[src/rtl/carbon_csr_pkg.sv]
// Shared types and helpers for the CSR interconnect blocks.
package carbon_csr_pkg;

    typedef enum logic [1:0] {
        IDLE = 2'd0,
        REQ  = 2'd1,
        RSP  = 2'd2
    } csr_arb_state_e;

    // Index width that never collapses to zero bits.
    function automatic int clog2_min1(input int n);
        return (n <= 1) ? 1 : $clog2(n);
    endfunction

endpackage

[src/rtl/carbon_rr_pick.sv]
// Combinational round-robin picker: first set request at or after ptr, wrapping.
module carbon_rr_pick
    import carbon_csr_pkg::*;
#(
    parameter int NUM_M = 2,
    parameter int IDX_W = clog2_min1(NUM_M)
) (
    input  logic [NUM_M-1:0] req,
    input  logic [IDX_W-1:0] ptr,
    output logic             any,
    output logic [IDX_W-1:0] idx
);

    int               j;
    logic [IDX_W-1:0] jj;

    // Scan from the farthest offset down so the nearest request wins.
    always_comb begin
        any = 1'b0;
        idx = '0;
        j   = 0;
        jj  = '0;
        for (int k = NUM_M - 1; k >= 0; k--) begin
            j = int'(ptr) + k;
            if (j >= NUM_M) j = j - NUM_M;
            jj = IDX_W'(j);
            if (req[jj]) begin
                any = 1'b1;
                idx = jj;
            end
        end
    end

endmodule

[src/rtl/csr_rr_arbiter.sv]
// Round-robin arbiter sharing one csr_if slave among NUM_M masters, one
// transaction in flight, response steered back to the granted master.
module csr_rr_arbiter
    import carbon_csr_pkg::*;
#(
    parameter int NUM_M  = 2,
    parameter int ADDR_W = 32,
    parameter int DATA_W = 32,
    parameter int PRIV_W = 2
) (
    input  logic                         clk,
    input  logic                         rst,
    input  logic [NUM_M-1:0]             m_req_valid,
    output logic [NUM_M-1:0]             m_req_ready,
    input  logic [NUM_M-1:0]             m_req_write,
    input  logic [NUM_M*ADDR_W-1:0]      m_req_addr,
    input  logic [NUM_M*DATA_W-1:0]      m_req_wdata,
    input  logic [NUM_M*(DATA_W/8)-1:0]  m_req_wstrb,
    input  logic [NUM_M*PRIV_W-1:0]      m_req_priv,
    output logic [NUM_M-1:0]             m_rsp_valid,
    input  logic [NUM_M-1:0]             m_rsp_ready,
    output logic [DATA_W-1:0]            m_rsp_rdata,
    output logic                         m_rsp_fault,
    output logic                         m_rsp_side_effect,
    output logic                         s_req_valid,
    input  logic                         s_req_ready,
    output logic                         s_req_write,
    output logic [ADDR_W-1:0]            s_req_addr,
    output logic [DATA_W-1:0]            s_req_wdata,
    output logic [DATA_W/8-1:0]          s_req_wstrb,
    output logic [PRIV_W-1:0]            s_req_priv,
    input  logic                         s_rsp_valid,
    output logic                         s_rsp_ready,
    input  logic [DATA_W-1:0]            s_rsp_rdata,
    input  logic                         s_rsp_fault,
    input  logic                         s_rsp_side_effect,
    output logic [$clog2(NUM_M)-1:0]     gnt_idx,
    output logic                         busy,
    output logic                         err_spurious_rsp
);

    localparam int IDX_W  = clog2_min1(NUM_M);
    localparam int STRB_W = DATA_W / 8;

    csr_arb_state_e   state_q, state_d;
    logic [IDX_W-1:0] gnt_q, gnt_d;
    logic [IDX_W-1:0] rr_ptr_q, rr_ptr_d;
    logic             pick_any;
    logic [IDX_W-1:0] pick_idx;

    carbon_rr_pick #(.NUM_M(NUM_M), .IDX_W(IDX_W)) u_pick (
        .req (m_req_valid),
        .ptr (rr_ptr_q),
        .any (pick_any),
        .idx (pick_idx)
    );

    always_ff @(posedge clk) begin
        if (rst) begin
            state_q  <= IDLE;
            gnt_q    <= '0;
            rr_ptr_q <= '0;
        end else begin
            state_q  <= state_d;
            gnt_q    <= gnt_d;
            rr_ptr_q <= rr_ptr_d;
        end
    end

    always_comb begin
        state_d           = state_q;
        gnt_d             = gnt_q;
        rr_ptr_d          = rr_ptr_q;
        m_req_ready       = '0;
        m_rsp_valid       = '0;
        m_rsp_rdata       = '0;
        m_rsp_fault       = 1'b0;
        m_rsp_side_effect = 1'b0;
        s_req_valid       = 1'b0;
        s_req_write       = 1'b0;
        s_req_addr        = '0;
        s_req_wdata       = '0;
        s_req_wstrb       = '0;
        s_req_priv        = '0;
        s_rsp_ready       = 1'b0;
        err_spurious_rsp  = 1'b0;
        unique case (state_q)
            IDLE: begin
                err_spurious_rsp = s_rsp_valid;
                if (pick_any) begin
                    gnt_d    = pick_idx;
                    rr_ptr_d = (pick_idx == IDX_W'(NUM_M - 1)) ? '0 : pick_idx + 1'b1;
                    state_d  = REQ;
                end
            end
            REQ, RSP: begin
                // Response path is open in REQ too so a same-cycle response completes.
                m_rsp_valid[gnt_q] = s_rsp_valid;
                s_rsp_ready        = m_rsp_ready[gnt_q];
                m_rsp_rdata        = s_rsp_rdata;
                m_rsp_fault        = s_rsp_fault;
                m_rsp_side_effect  = s_rsp_side_effect;
                if (state_q == REQ) begin
                    s_req_valid        = 1'b1;
                    s_req_write        = m_req_write[gnt_q];
                    s_req_addr         = m_req_addr[int'(gnt_q)*ADDR_W +: ADDR_W];
                    s_req_wdata        = m_req_wdata[int'(gnt_q)*DATA_W +: DATA_W];
                    s_req_wstrb        = m_req_wstrb[int'(gnt_q)*STRB_W +: STRB_W];
                    s_req_priv         = m_req_priv[int'(gnt_q)*PRIV_W +: PRIV_W];
                    m_req_ready[gnt_q] = s_req_ready;
                    if (s_req_ready)
                        state_d = (s_rsp_valid && m_rsp_ready[gnt_q]) ? IDLE : RSP;
                end else if (s_rsp_valid && m_rsp_ready[gnt_q]) begin
                    state_d = IDLE;
                end
            end
            default: state_d = IDLE;
        endcase
    end

    assign gnt_idx = gnt_q;
    assign busy    = (state_q != IDLE);

`ifndef SYNTHESIS
    always_ff @(posedge clk) begin
        if (!rst) begin
            assert ($onehot0(m_req_ready));
            assert ($onehot0(m_rsp_valid));
            assert (int'(gnt_q) < NUM_M);
        end
    end
`endif

endmodule
[config.mk]
export PLATFORM = sky130hd
export DESIGN_NAME = csr_rr_arbiter
export DESIGN_NICKNAME = d
export VERILOG_FILES = /design/src/rtl/carbon_csr_pkg.sv /design/src/rtl/carbon_rr_pick.sv /design/src/rtl/csr_rr_arbiter.sv
export SDC_FILE = /design/constraint.sdc
export NUM_CORES = 1
export LEC_CHECK = 0
export CAP_MARGIN = 0
export CORE_AREA = 3 3 114 116
export DETAILED_ROUTE_END_ITERATION = 10
export DIE_AREA = 0 0 117 119
export SETUP_SLACK_MARGIN = 0.3
export SLEW_MARGIN = 15
export SYNTH_ARGS = -nofsm -noshare
export SYNTH_HDL_FRONTEND = slang
export SYNTH_SLANG_ARGS = --single-unit
[constraint.sdc]
create_clock -name clk -period 2.2 [get_ports clk]
set_clock_uncertainty 0.2 [all_clocks]
set_input_delay 0.55 -clock clk [delete_from_list [all_inputs] [get_ports clk]]
set_output_delay 0.55 -clock clk [all_outputs]
set_load 0.005 [all_outputs]
==> summary.md, run 1 <==
| Metric | Value |
|---|---|
| R2R cell count | 9 |
| Period Utilization, post-route | 1.10 |
| P_sw | between 0.001 and 0.0015 W |
| Tot Pwr | roughly 0.0033 W |
| Sw Ratio | 0.350 |
| Startpoint types | flip-flop |
| GPL Wtd Cong | around 0.82 |
| Mean Syn Cell Area | about 7.0 um^2 |
| Num rows | 40 |
| Layout cell share with drive strength beyond 1 | 0.419 |
| Register area share after synthesis | 0.0485 |
| R2r startpoint | state_q[0] |
| Mux cell area share after synthesis | 0.443 |
| Max_cap viols | 0 |
| Htree depth | 1 |
| Clk_lat worst skew | 220 ps |
| Post-Route WL | approximately 11,000 um |
| Synth Area in Compound Gates | 0.0531 |
| CTS tree | yes |
| CTS root buf | clkbuf_16 |
| Int Power | 0.00216 W |
| Fraction of the mapped netlist area in simple logic gates | 0.349 |
| Die width | 117 um |
| Reg power frac | 0.033 |
| Initial antenna violation count | 0 |
| Worst slew pin tran | between 200 and 300 ps |
| Initial core utilization | 0.137 |
| FF+latch count, synth | 4 |
| Reg2reg end | state_q[0] |
| Worst EP required | about 1500 ps |
| Placeable Area | about 12,000 um^2 |
| Die ar. | approximately 14,000 um^2 |
| Post-synthesis net count | about 420 |
| Multi-input logic area | roughly 1700 um^2 |
| Fillers | 1,186 |
| Clock-pin transition on the worst setup and hold timing paths | around 30 ps |
| Failing checks | setup timing |
| Fin worst setup slack | -212 ps |
| Routed wire per std cell | 15.3 um |
| Final Hold Fails | 0 |
| Relative slew slack | 0.825 |
| Setup violators final | 104 |
| HPWL after DPL | 8340 um |
| Pre-CTS setup slack | -554 ps |
| Worst hold-check path type | reg2reg |
| Number of global-route vias before repair | 3,179 |
| CTS Buf Count | 3 |
| Final min period | about 2400 ps |
| Hold Slack | around 280 ps |
| CP Capture Type | output port |
| FMAX | just over 400 MHz |
| Status | finished with violations |
| Layout Nets | ~760 |
| Slew Viols, Final | 0 |
| Synth Area in Adders | 0.0379 |
| Setup repair after global routing missed its margin | true |
| Clk sink count | 4 |
| Iteration-0 DRC Markers | 45 |
| Main combinational cell family by area after synthesis | multiplexers |
| Power per cell area | approximately 620 nW/um^2 |
| Largest net degree at the start of global routing | 27 |
| Drt pass-1 iters | 4 |
| Clk pwr share | 0.089 |
| Critical Path AT | 1660 ps |
| HP Start | rr_ptr_q |
| GRT overflow | 0 |
| Global-route wire length before repair | about 16,000 um |
| Chip Height | between 100 and 150 um |
| R2R Setup Slk | between 200 and 300 ps |
| Mapped Cells | 235 |
| Hold path cells | 1 |
| Xor and xnor area share after synthesis | 0 |
| Number of inserted diodes | 0 |
| Worst setup path class | reg2out |
| Top Ports | slightly below 300 |
| Post-synthesis cell area | 1650 um^2 |
| Maximum clock path buffer count | 2 |
| Leakage power | 2.30 nW |
| Port Buffer Count | 297 |
| Comb power frac | 0.879 |
| Sequential Area | about 86 um^2 |
| WHS Endpoint | rr_ptr_q |
| Total global-route track usage | 0.142 |
| Crit path max fanout | 5 |
| Placed cells | just under 700 |
| Yosys warning count | 0 |
| Utilization after layout | 0.447 |
| VDD IR-drop max | approximately 250 uV |
| Post-route DRC | 0 |
| Distinct cells, synth | 23 |
| Vias per Instance | 4.13 |
| Via Count | approximately 2,900 |
| Final ANT Viol Nets | 0 |
| Final std cells w/o fill | 712 |
| Area Growth Syn to Fin | 225% |
cell families after synthesis:
| family | after synthesis |
|---|---|
| AO/OA/AOI/OAI | 6 |
| multiplexers | 73 |
| flip-flops | 4 |
| buffers and inverters | 24 |
| adder cells (fa/ha/maj) | 5 |
| AND/OR/NAND/NOR | 123 |
stage by stage:
| step | TNS [ps] | area (um^2) |
|---|---|---|
| global placement | -24070 | 4930 |
| finish | -11110 | 5370 |
| global route | -17090 | 5370 |
| detailed placement | -25260 | 4930 |
| floorplan | 0 | 1720 |
| CTS | -11450 | 5350 |
critical path: stages (launching register included):
cell and delay [ps]:
dfxtp_2 330, inv_2 50, ha_4 270, buf_6 130, buf_6 100, buf_6 110, buf_6 110, buf_4 120
nand2_1 50, nor2_1 40, buf_2 130
flip-flops by register name, summed over array words and instances (netlist names):
name	count
state_q	2
gnt_idx	1
rr_ptr_q	1
per-layer routing:
layer / GRT usage / up-vias / routed length [um]
met3: 0.0432 / 18 / 1240
met1: 0.133 / 1294 / 3560
met4: 0.0323 / 0 / 227
met2: 0.289 / 189 / 5840
met5: 0 / - / 0
li1: - / 1441 / -
how the worst max path moves through the flow:
| stage | start | endpoint | depth (start not counted) |
|---|---|---|---|
| after global placement | m_rsp_ready[1] | s_rsp_ready | 5 |
| after detailed placement | m_rsp_ready[1] | s_rsp_ready | 5 |
| final | state_q[0] | m_rsp_valid[0] | 10 |
| after floorplan | state_q[1] | s_req_addr[0] | 5 |
| after CTS | state_q[1] | m_rsp_valid[0] | 10 |
| after global routing | state_q[1] | m_rsp_valid[0] | 10 |
power by group through the flow:
stage,sequential [W],combinational [W],clock (W)
after CTS,0.000109,0.00283,0.000298
after global placement,0.000120,0.00218,0
final,0.000108,0.00292,0.000294
after detailed placement,0.000119,0.00220,0
after floorplan,0.000106,0.000961,0
after global routing,0.000111,0.00314,0.000306
area by class of cell:
type                            instances  area share
Timing Repair Buffer                  346       0.621
Multi-Input combinational cell        207       0.310
Tap cell                              147      0.0343
Sequential cell                         4      0.0161
Clock buffer                            4      0.0147
Inverter                                4     0.00326
cell usage after synthesis:
| master | count | share of area |
|---|---|---|
| a21oi_1 | 1 | 0.0030 |
| a311oi_1 | 1 | 0.0053 |
| a31oi_4 | 1 | 0.013 |
| a32oi_1 | 1 | 0.0053 |
| and2_1 | 35 | 0.13 |
| and2b_1 | 1 | 0.0046 |
| and3_1 | 1 | 0.0038 |
| buf_2 | 4 | 0.012 |
| buf_4 | 5 | 0.023 |
| clkbuf_1 | 11 | 0.025 |
| dfxtp_1 | 4 | 0.049 |
| ha_1 | 5 | 0.038 |
| inv_1 | 3 | 0.0068 |
| inv_2 | 1 | 0.0023 |
| mux2i_1 | 73 | 0.44 |
| nand2_1 | 5 | 0.011 |
| nand2b_1 | 3 | 0.011 |
| nand2b_4 | 1 | 0.0083 |
| nand3_1 | 1 | 0.0030 |
| nor2_1 | 75 | 0.17 |
| nor3_1 | 1 | 0.0030 |
| o32ai_2 | 1 | 0.0099 |
| o32ai_4 | 1 | 0.017 |
placed cells by master, fill, tap and decap left out, types with 3 or more instances in the layout:
cell / synthesis / routed
nor2_1: 75 / 40
nor2_2: 0 / 33
buf_12: 0 / 9
clkdlybuf4s50_1: 0 / 179
nand2b_1: 3 / 3
and2_4: 0 / 20
buf_6: 0 / 35
mux2i_1: 73 / 72
clkbuf_2: 0 / 3
clkdlybuf4s15_2: 0 / 23
buf_4: 5 / 19
buf_16: 0 / 4
clkbuf_16: 0 / 3
buf_2: 4 / 65
and2_1: 35 / 15
dlygate4sd2_1: 0 / 4
what timing repair did:
item	in CTS	in global routing
endpoints found under the setup margin	115	114
cloned	6	0
hold buffers	0	0
pin swaps	3	4
resized for setup	483	69
setup buffers	24	1
(Power assumes the default switching activity.)
==> run 2: changes to the inputs <==
--- a/config.mk
+++ b/config.mk
@@ -6,9 +6,10 @@
 export NUM_CORES = 1
 export LEC_CHECK = 0
 export CAP_MARGIN = 0
-export CORE_AREA = 3 3 114 116
+export CORE_AREA = 3 3 116 118
 export DETAILED_ROUTE_END_ITERATION = 10
-export DIE_AREA = 0 0 117 119
+export DIE_AREA = 0 0 119 121
+export DONT_BUFFER_PORTS = 1
 export SETUP_SLACK_MARGIN = 0.3
 export SLEW_MARGIN = 15
 export SYNTH_ARGS = -nofsm -noshare
==> run 2 against run 1 <==
Net effect: the flow now finishes without violations; non-clock buffer count fell by 305; via count fell by 35%; largest cell class is now multi-input combinational cells; design area fell by 42%; sequential power rose by 16%; setup slack improved by 240 ps; flip-flop and latch count did not move; critical path depth fell by 5; die area rose by 3.4%; utilization fell by 20 points; wire length fell by 15%; first-iteration DRC count rose by 38%; count of clock-buffer cells in the layout did not move.
==> summary.md, run 2 (synthesis results as in run 1) <==
| Metric | Value |
|---|---|
| Comb power frac | 0.838 (-0.041) |
| Status | completed |
| WP buf/inv | 3 (-4) |
| Setup repair after global routing missed its margin | true |
| Sw Ratio | 0.432 (+0.0819) |
| Top reg by flops | state_q |
| Placed cells | 401 (-41%) |
| Critical Path AT | 1420 ps (-240 ps) |
| Leakage power | 1.01 nW (-56%) |
| Worst setup path class | reg2out |
| HPWL after DPL | 6180 um (-26%) |
| Crit-path leading delay family | flip-flops |
| Commonest non-fill, non-tap cell in the layout | mux2i_1 |
| Int Power | 0.00146 W (-32%) |
| Crit path launch | gnt_idx |
| GPL Wtd Cong | 0.755 (-8.3%) |
| Clk pwr share | 0.113 (+0.024) |
| Max_cap viols | 0 (unchanged) |
| Reg power frac | 0.049 (+0.016) |
| Initial core utilization | 0.131 (-0.00609) |
| Setup violators final | 0 (-100%) |
| Clock-pin transition on the worst setup and hold timing paths | 30 ps (about the same) |
| Final Hold Fails | 0 (unchanged) |
| CTS root buf | clkbuf_16 |
| Via Count | 1,913 (-35%) |
| Slew Viols, Final | 0 (unchanged) |
| HP Start | rst |
| Number of global-route vias before repair | 1,992 (-37%) |
| Clk_lat worst skew | 220 ps (about the same) |
| Initial antenna violation count | 2 (+2) |
| Final ANT Viol Nets | 0 (unchanged) |
| Crit-path max cell delay | 470 ps (+140 ps) |
| Final min period | 2170 ps (-238 ps) |
| Num rows | 41 (+2.5%) |
| Die width | 119 um (+1.7%) |
| Pre-CTS setup slack | 181 ps (+735 ps) |
| Htree depth | 1 (unchanged) |
| Max FFs per register | 2 (unchanged) |
| Die ar. | 14,400 um^2 (+3.4%) |
| Top Ports | 298 (unchanged) |
| Cell chain of the critical path | buf_6 > clkbuf_16 > buf_4 > mux2i_1 > nor2_2 |
| Worst slew pin tran | 289 ps (+34.6 ps) |
| Most frequent cells in the layout | mux2i_1, nor2_4, nor2_2, and2_4, buf_6 |
| Iteration-0 DRC Markers | 62 (+38%) |
| Fin worst setup slack | 25.9 ps (+238 ps) |
| Power per cell area | 823 nW/um^2 (+33%) |
| Startpoint types | flip-flop |
| Layout Nets | 450 (-40%) |
| Final std cells w/o fill | 434 (-39%) |
| Worst hold-check path type | in2reg |
| Vias per Instance | 4.41 (+6.7%) |
| Post-route DRC | 0 (unchanged) |
| CTS tree | yes |
| Crit path max fanout | 7 (+2) |
| Period Utilization, post-route | 0.988 (-0.108) |
| Tot Pwr | 0.00257 W (-23%) |
| Placeable Area | 12,600 um^2 (+4.6%) |
| VDD IR-drop max | 451 uV (+78%) |
| Drt pass-1 iters | 4 (unchanged) |
| Largest net degree at the start of global routing | 31 (+15%) |
| Total global-route track usage | 0.101 (-0.0412) |
| Chip Height | 121 um (+1.7%) |
| Critical-path top delay cell | dfxtp_4 |
| Post-Route WL | 9180 um (-15%) |
| FMAX | 460 MHz (+11%) |
| Clk sink count | 4 (unchanged) |
| CTS Buf Count | 3 (unchanged) |
| CP Capture Type | output port |
| GRT overflow | 0 (unchanged) |
| Port Buffer Count | 0 (-100%) |
| Area Growth Syn to Fin | 89.1% |
| Maximum clock path buffer count | 2 (unchanged) |
| Routed wire per std cell | 21.1 um (+39%) |
| R2r startpoint | state_q[0] |
| Worst EP required | 1450 ps (about the same) |
| Relative slew slack | 0.802 (-0.0237) |
| Global-route wire length before repair | 11,200 um (-30%) |
| Layout cell share with drive strength beyond 1 | 0.681 (+0.261) |
| P_sw | 0.00111 W (-4.6%) |
[run 2: changes by cell type in the layout (fill, tap and decap cells not counted), moves of 9 or more]
cell	before	now
buf_6	35	19
clkdlybuf4s15_2	23	0
nor2_4	2	31
mux2i_2	1	10
buf_2	65	0
and2_1	15	5
and2_4	20	30
mux2i_1	72	48
mux2i_4	0	15
clkdlybuf4s50_1	179	0
nor2_1	40	14
[run 2: layout make-up]
class | count | area, um^2
multi-input combinational | 207 | 2140
inverter | 4 | 17.5
clock buffer | 4 | 78.8
timing repair buffer | 41 | 574
sequential | 4 | 86.3
antenna | 2 | 5.00
fill | 1316 | 9450
tap | 172 | 215
[run 2: repair_timing]
action                                 in CTS  in global routing
gates resized for setup                    97                109
pin swaps                                  12                  9
setup endpoints to repair                 110                111
buffers inserted                           15                  5
gates cloned                                6                  1
hold buffers                                0                  0
endpoints found under the hold margin       0                  0
[run 2: metrics by stage]
step                hold WS, ps  TNS [ps]  instance area [um^2]   util
floorplan                   236         0                  1720      -
global placement            249         0                  1930  0.154
detailed placement          260         0                  1930  0.154
CTS                         188         0                  2630  0.209
global route                188     -9.14                  3120  0.248
finish                      192         0                  3120  0.248
[run 2: final timing paths]
path	endpoint	slack [ps]	cells past startpoint
hold reg to reg	rr_ptr_q	270	1
hold / removal	gnt_idx	190	1
setup reg to reg	state_q[0]	270	13
setup / recovery	s_req_wdata[11]	30	5
[run 2: routing by layer]
layer	vias to the layer above	GRT usage	wire, um	part of all wire
met3	14	0.0154	674	0.073
met2	171	0.206	5310	0.58
met1	889	0.102	2980	0.32
li1	839	-	-	-
met5	-	0	0	0
met4	0	0.0355	215	0.023
[run 2: power groups by stage]
stage	registers, W	clock network (W)	logic [W]
detailed placement	0.000110	0	0.00112
CTS	0.000118	0.000291	0.00175
global placement	0.000107	0	0.00107
finish	0.000125	0.000291	0.00215
floorplan	0.000106	0	0.000961
global route	0.000129	0.000299	0.00229
